File: src/rtl/pds_port_rx_if.sv
// pds_port_rx_if: byte-serial packet input and buffered valid/ready output stream of one pds port
interface pds_port_rx_if;
    logic       in_valid;
    logic [7:0] in_data;
    logic       in_busy;
    logic       out_valid;
    logic [7:0] out_data;
    logic       out_sop;
    logic       out_eop;
    logic       out_ready;
    modport master (output in_valid, in_data, out_ready, input in_busy, out_valid, out_data, out_sop, out_eop);
    modport slave (input in_valid, in_data, out_ready, output in_busy, out_valid, out_data, out_sop, out_eop);
endinterface

File: src/rtl/pds_port_rx.sv
// pds_port_rx: store-and-forward packet receiver; buffers good packets, rolls back and flags bad ones
module pds_port_rx #(
    parameter int PORTNO = 1,
    parameter int DEPTH = 128,
    parameter int CNT_W = 16
) (
    input  logic             clk,
    input  logic             rst,
    pds_port_rx_if.slave     pds,
    output logic             err_parity,
    output logic             err_addr,
    output logic             err_frame,
    output logic [CNT_W-1:0] pkt_cnt
);
    localparam int AW = $clog2(DEPTH);
    localparam int PW = AW + 1;
    localparam logic [1:0] PA = 2'(PORTNO);
    typedef enum logic [1:0] {IDLE, PAYLOAD, PARITY, DROP} state_t;
    state_t state, state_n;
    logic [7:0] mem [DEPTH];
    logic [PW-1:0] wr_ptr, commit_ptr, rd_ptr;
    logic [7:0] parity_acc, rd_byte;
    logic [5:0] remaining, rd_rem;
    logic [1:0] addr;
    logic over_chk, rd_body;
    logic wr_en, good, bad_par, bad_addr, trunc, frame, rollback, rd_load;

    always_ff @(posedge clk or posedge rst)
        if (rst) state <= IDLE;
        else state <= state_n;

    always_comb begin
        state_n = state;
        case (state)
            IDLE: if (pds.in_valid) state_n = pds.in_busy ? DROP : (pds.in_data[7:2] == 6'd0 ? PARITY : PAYLOAD);
            PAYLOAD: state_n = !pds.in_valid ? IDLE : (remaining == 6'd1 ? PARITY : PAYLOAD);
            PARITY: state_n = pds.in_valid ? DROP : IDLE;
            DROP: if (!pds.in_valid) state_n = IDLE;
        endcase
    end

    always_comb begin
        wr_en = pds.in_valid & ((state == IDLE & !pds.in_busy) | state == PAYLOAD);
        good = state == PARITY & pds.in_valid & pds.in_data == parity_acc & addr == PA;
        bad_par = state == PARITY & pds.in_valid & pds.in_data != parity_acc;
        bad_addr = state == PARITY & pds.in_valid & addr != PA;
        trunc = (state == PAYLOAD | state == PARITY) & !pds.in_valid;
        frame = trunc | (state == IDLE & pds.in_valid & pds.in_busy) | (state == DROP & over_chk & pds.in_valid);
        rollback = trunc | bad_par | bad_addr;
    end

    always_ff @(posedge clk)
        if (wr_en) mem[wr_ptr[AW-1:0]] <= pds.in_data;

    // occupancy counts uncommitted bytes too, so a started packet can always finish
    always_ff @(posedge clk or posedge rst)
        if (rst) begin
            wr_ptr <= '0;
            commit_ptr <= '0;
            parity_acc <= '0;
            remaining <= '0;
            addr <= '0;
            over_chk <= 1'b0;
            err_parity <= 1'b0;
            err_addr <= 1'b0;
            err_frame <= 1'b0;
            pkt_cnt <= '0;
            pds.in_busy <= 1'b0;
        end else begin
            wr_ptr <= rollback ? commit_ptr : wr_ptr + PW'(wr_en);
            if (good) commit_ptr <= wr_ptr;
            if (wr_en) parity_acc <= state == IDLE ? pds.in_data : parity_acc ^ pds.in_data;
            if (wr_en) remaining <= state == IDLE ? pds.in_data[7:2] : remaining - 6'd1;
            if (wr_en & state == IDLE) addr <= pds.in_data[1:0];
            over_chk <= state == PARITY & pds.in_valid;
            err_parity <= bad_par;
            err_addr <= bad_addr;
            err_frame <= frame;
            pkt_cnt <= pkt_cnt + CNT_W'(good);
            pds.in_busy <= PW'(DEPTH) - (wr_ptr - rd_ptr) < PW'(64);
        end

    assign rd_byte = mem[rd_ptr[AW-1:0]];
    assign rd_load = rd_ptr != commit_ptr & (!pds.out_valid | pds.out_ready);

    // read side re-parses headers from the buffer to regenerate sop/eop
    always_ff @(posedge clk or posedge rst)
        if (rst) begin
            rd_ptr <= '0;
            rd_rem <= '0;
            rd_body <= 1'b0;
            pds.out_valid <= 1'b0;
            pds.out_data <= '0;
            pds.out_sop <= 1'b0;
            pds.out_eop <= 1'b0;
        end else if (rd_load) begin
            rd_ptr <= rd_ptr + PW'(1);
            pds.out_valid <= 1'b1;
            pds.out_data <= rd_byte;
            pds.out_sop <= !rd_body;
            pds.out_eop <= rd_body ? rd_rem == 6'd1 : rd_byte[7:2] == 6'd0;
            rd_rem <= rd_body ? rd_rem - 6'd1 : rd_byte[7:2];
            rd_body <= rd_body ? rd_rem != 6'd1 : rd_byte[7:2] != 6'd0;
        end else if (pds.out_ready) pds.out_valid <= 1'b0;
endmodule

File: src/flat_wrapper.sv
// flat-port wrapper written by rule: the top's interface ports become plain ports
module pds_port_rx_flat 
#(
    parameter int PORTNO = 1,
    parameter int DEPTH = 128,
    parameter int CNT_W = 16
)
  (clk, rst, err_parity, err_addr, err_frame, pkt_cnt, pds_in_valid, pds_in_data, pds_out_ready, pds_in_busy, pds_out_valid, pds_out_data, pds_out_sop, pds_out_eop);
  pds_port_rx_if pds_i ();
  input  logic clk;
  input  logic rst;
  output logic err_parity;
  output logic err_addr;
  output logic err_frame;
  output logic [CNT_W-1:0] pkt_cnt;
  input wire logic [$bits(pds_i.in_valid)-1:0] pds_in_valid;
  input wire logic [$bits(pds_i.in_data)-1:0] pds_in_data;
  input wire logic [$bits(pds_i.out_ready)-1:0] pds_out_ready;
  output wire logic [$bits(pds_i.in_busy)-1:0] pds_in_busy;
  output wire logic [$bits(pds_i.out_valid)-1:0] pds_out_valid;
  output wire logic [$bits(pds_i.out_data)-1:0] pds_out_data;
  output wire logic [$bits(pds_i.out_sop)-1:0] pds_out_sop;
  output wire logic [$bits(pds_i.out_eop)-1:0] pds_out_eop;
  assign pds_i.in_valid = pds_in_valid;
  assign pds_i.in_data = pds_in_data;
  assign pds_i.out_ready = pds_out_ready;
  assign pds_in_busy = pds_i.in_busy;
  assign pds_out_valid = pds_i.out_valid;
  assign pds_out_data = pds_i.out_data;
  assign pds_out_sop = pds_i.out_sop;
  assign pds_out_eop = pds_i.out_eop;
  pds_port_rx #(.PORTNO(PORTNO), .DEPTH(DEPTH), .CNT_W(CNT_W)) u_core (.clk(clk), .rst(rst), .pds(pds_i), .err_parity(err_parity), .err_addr(err_addr), .err_frame(err_frame), .pkt_cnt(pkt_cnt));
endmodule
File: config.mk
export PLATFORM = sky130hd
export DESIGN_NAME = pds_port_rx_flat
export DESIGN_NICKNAME = d
export VERILOG_FILES = /design/src/rtl/pds_port_rx_if.sv /design/src/rtl/pds_port_rx.sv /design/src/flat_wrapper.sv
export SDC_FILE = /design/constraint.sdc
export NUM_CORES = 1
export LEC_CHECK = 0
export CAP_MARGIN = 0
export CORE_UTILIZATION = 55
export CTS_CLUSTER_SIZE = 8
export DETAILED_ROUTE_END_ITERATION = 10
export PLACE_DENSITY = 0.74
export SLEW_MARGIN = 20
export SYNTH_ARGS = -nofsm -noshare
export SYNTH_HDL_FRONTEND = slang
export SYNTH_SLANG_ARGS = --single-unit
File: constraint.sdc
create_clock -name clk -period 3.75 [get_ports clk]
set_clock_uncertainty 0.1 [all_clocks]
set_input_delay 0.5625 -clock clk [delete_from_list [all_inputs] [get_ports clk]]
set_output_delay 0.5625 -clock clk [all_outputs]
set_load 0.02 [all_outputs]
==> load_flow_metrics.sql <==
INSERT INTO impl_metrics (metric_group, metric, value, unit) VALUES
('status', 'status', 'finished, final reports clean', ''),
('clock_tree', 'max-clock-path-buffers', '3', ''),
('die', 'start_util', '55.6', '%'),
('finish', 'final_common_cell', 'sky130_fd_sc_hd__edfxtp_1', ''),
('critical_path', 'worst_r2r_path_depth', '11', ''),
('critical_path', 'critical_path.slowest_cell', 'sky130_fd_sc_hd__dfrtp_2', ''),
('clock_tree', 'numClockSinks', '1105', ''),
('sta', 'hold_ws', '144', 'ps'),
('critical_path', 'reg2reg_setup_slack', '80', 'ps'),
('critical_path', 'worst-setup-path-type', 'register to register', ''),
('pwr', 'worst_ir_drop_vdd', '0.000603', 'V'),
('sta', 'slew_violations', '0', ''),
('die', 'std_cell_rows', '103', ''),
('grt', 'global_route.usage.total', '29.1', '%'),
('pwr', 'share_clk_of_total_power', '32.5', '%'),
('critical_path', 'cp.buffers_inverters', '3', ''),
('critical_path', 'rr_endpoint', 'u_core.pds.out_eop', ''),
('grt', 'vias_in_the_first_global_route', '24923', ''),
('place', 'placement_cell_area', '47200', 'µm²'),
('sta', 'timing.setup.tns', '0', 'ps'),
('place', 'weighted_congestion_at_the_end_of_routability_driven_global_placement', '0.927', ''),
('clock_tree', 'clkSlewWorstSetupHoldPaths', '50', 'ps'),
('sta', 'fmaxAchievable', '273', 'MHz'),
('grt', 'maximum_number_of_pins_on_one_net_before_global_route_repair', '93', ''),
('sta', 'rsz0062_at_grt', 'no', ''),
('route', 'drtPass1Iterations', '6', ''),
('finish', 'drive_gt1_share', '26.0', '%'),
('route', 'drtAntennaViolNets', '0', ''),
('die', 'fp.dieH', '285', 'µm'),
('clock_tree', 'cts_tree', 'yes', ''),
('run', 'cap_violations', '0', ''),
('synthesis', 'ys_async_sr_fraction', '7.33', '%'),
('place', 'post-dp-hpwl', '73.2', 'mm'),
('sta', 'period_minus_slack', '3670', 'ps'),
('synthesis', 'synth-seq-cells', '1105', ''),
('pwr', 'power_report.internal_total', '26.7', 'mW'),
('critical_path', 'critPathCaptureType', 'register', ''),
('finish', 'filler_cell_count', '5138', ''),
('clock_tree', 'cts.htree.levels', '4', ''),
('critical_path', 'worst-path-max-fanout', '20', ''),
('sta', 'worst-slew-pin-transition', '1120', 'ps'),
('finish', 'multi_input_combinational_cell_area', '10500', 'µm²'),
('worst_hold_path', 'hp-class', 'input pin to async pin', ''),
('die', 'top_level_ports', '43', ''),
('route', 'avgViaCountPerCell', '6.56', ''),
('pwr', 'pwr-share-seq', '37.4', '%'),
('pwr', 'power_frac_comb', '30.2', '%'),
('critical_path', 'setup.worst_path.start_class', 'register', ''),
('pwr', 'total_power', '38.9', 'mW'),
('grt', 'grt_antenna_before_repair', '4', ''),
('synthesis', 'synth-edff-count', '1024', ''),
('sta', 'relSlewSlack', '25.5', '%'),
('synthesis', 'ys.warnings.count', '0', ''),
('finish', 'most-common-layout-cells', 'sky130_fd_sc_hd__edfxtp_1 (1024), sky130_fd_sc_hd__buf_4 (253), sky130_fd_sc_hd__mux4_2 (219)', ''),
('clock_tree', 'cts.root.buffer_cell', 'sky130_fd_sc_hd__clkbuf_16', ''),
('critical_path', 'worst-endpoint-arrival', '4170', 'ps'),
('sta', 'timing_hold_violations_final', '0', ''),
('pwr', 'p_per_area', '754', 'nW/µm²'),
('finish', 'syn2layout_area_growth', '17.3', '%'),
('synthesis', 'ys_dominant_reg_cell', 'sky130_fd_sc_hd__edfxtp_1', ''),
('critical_path', 'worst_path_most_repeated_cell', 'sky130_fd_sc_hd__buf_4', ''),
('finish', 'postLayoutCellArea', '51600', 'µm²'),
('grt', 'overflow', '0', ''),
('route', 'route.vias.total', '24561', ''),
('critical_path', 'cp_data_required_time', '4250', 'ps'),
('sta', 'setup_viol_count_final', '0', ''),
('sta', 'layout_worst_path_cycle_share', '97.8', '%'),
('pwr', 'power.leakage', '17.4', 'nW'),
('critical_path', 'path_depth', '11', ''),
('critical_path', 'critical_path_s_largest_stage_delay', '550', 'ps'),
('pwr', 'sw_frac_of_total', '31.4', '%');
## metrics by stage
| stage | cells | setup slack [ps] | utilization (%) |
|---|---|---|---|
| 6_report | 3746 | 81.2 | 65.3 |
| 5_1_grt | 3745 | 65.9 | 65.3 |
| 4_1_cts | 3740 | 70.9 | 65.2 |
| 3_5_place_dp | 3528 | 85.9 | 59.7 |
| 3_3_place_gp | 3528 | 89.4 | 59.7 |
| 2_1_floorplan | 2301 | 738 | - |
## Yosys cell counts, types with 15 or more instances
cell,n,area share (%)
sky130_fd_sc_hd__nor2_1,175,1.5
sky130_fd_sc_hd__inv_1,22,0.19
sky130_fd_sc_hd__dfrtp_1,81,4.6
sky130_fd_sc_hd__a21oi_1,34,0.39
sky130_fd_sc_hd__mux2_2,21,0.54
sky130_fd_sc_hd__o21ai_0,46,0.52
sky130_fd_sc_hd__nand3_1,38,0.43
sky130_fd_sc_hd__xnor2_1,38,0.76
sky130_fd_sc_hd__clkbuf_1,47,0.40
sky130_fd_sc_hd__buf_4,15,0.26
sky130_fd_sc_hd__edfxtp_1,1024,70
sky130_fd_sc_hd__buf_2,40,0.45
sky130_fd_sc_hd__ha_1,25,0.71
sky130_fd_sc_hd__a22oi_1,44,0.75
sky130_fd_sc_hd__a211oi_1,15,0.26
sky130_fd_sc_hd__mux4_2,219,11
sky130_fd_sc_hd__nand4_1,16,0.23
sky130_fd_sc_hd__nand2_1,69,0.59
sky130_fd_sc_hd__mux2i_1,131,3.0
## power by group through the flow
stage,clock (mW),combinational (mW),sequential [mW]
after floorplan,0,7.10,14.4
after global placement,0,11.2,14.7
after detailed placement,0,11.4,14.8
after CTS,12.7,11.5,14.5
after global routing,13.2,12.2,14.5
final,12.6,11.7,14.5
## cell type report
type | count | area share (%)
multi-input cells | 1051 | 20.4
diodes | 1 | 0.00485
clock inverters | 13 | 0.397
clock buffers | 197 | 7.98
inverters | 24 | 0.177
flip-flops and latches | 1105 | 63.5
well taps | 1050 | 2.54
repair buffers | 305 | 5.00
## worst reg2reg max path, cell delays in order, from the launching register on
cell                       delay [ps]
sky130_fd_sc_hd__dfrtp_2          550
sky130_fd_sc_hd__buf_12           250
sky130_fd_sc_hd__buf_4            210
sky130_fd_sc_hd__or3b_2           520
sky130_fd_sc_hd__o221ai_1         240
sky130_fd_sc_hd__a21oi_1          110
sky130_fd_sc_hd__a22o_1           290
sky130_fd_sc_hd__nor2_1           540
sky130_fd_sc_hd__o41ai_2          220
sky130_fd_sc_hd__buf_4            190
sky130_fd_sc_hd__and3_1           170
sky130_fd_sc_hd__o22a_1           180
## kinds of logic (layout without fill, tap and decap cells)
kind of cell	Yosys count	count (layout)	share of synthesized area, %
XOR/XNOR	45	45	0.895
adder cells (fa/ha/maj)	25	25	0.710
flip-flops	1105	1105	74.4
other	0	1	0
multiplexers	371	371	14.7
buffers and inverters	145	539	1.67
AND/OR/NAND/NOR	370	370	3.80
AO/OA/AOI/OAI	240	240	3.76
## routing by layer
layer  GRT usage, %  share of wire (%)  up-vias
met5              0              0.023        -
met4           13.1                4.4        4
met3           6.60                 11      296
met2           45.9                 48     1646
met1           39.1                 37    12640
li1               -                  -     9975
## timing repair
action | CTS | global route
endpoints found under the hold margin | 2 | 0
resized for setup | 0 | 2
setup endpoints to repair | 0 | 3
hold buffers | 2 | 0
setup buffers | 0 | 5
## worst max-delay path by stage
stage	start	end	slack, ps
floorplan	pds_in_valid	u_core.pkt_cnt[14]	740
detailed placement	u_core.rd_ptr[0]	u_core.pds.out_eop	90
CTS	u_core.rd_ptr[0]	u_core.pds.out_eop	70
global placement	u_core.rd_ptr[0]	u_core.pds.out_eop	90
finish	u_core.rd_ptr[3]	u_core.pds.out_eop	80
global route	u_core.rd_ptr[1]	u_core.pds.out_eop	70
## state kept, by name, indices dropped and copies added, names as in the netlist, 2 cells and up
name,count
u_core.state,2
u_core.rd_ptr,8
u_core.rd_rem,6
u_core.remaining,6
u_core.parity_acc,8
u_core.addr,2
u_core.mem,1024
u_core.pkt_cnt,16
u_core.wr_ptr,8
u_core.pds.out_data,8
u_core.commit_ptr,8
(Power assumes the default switching activity.)
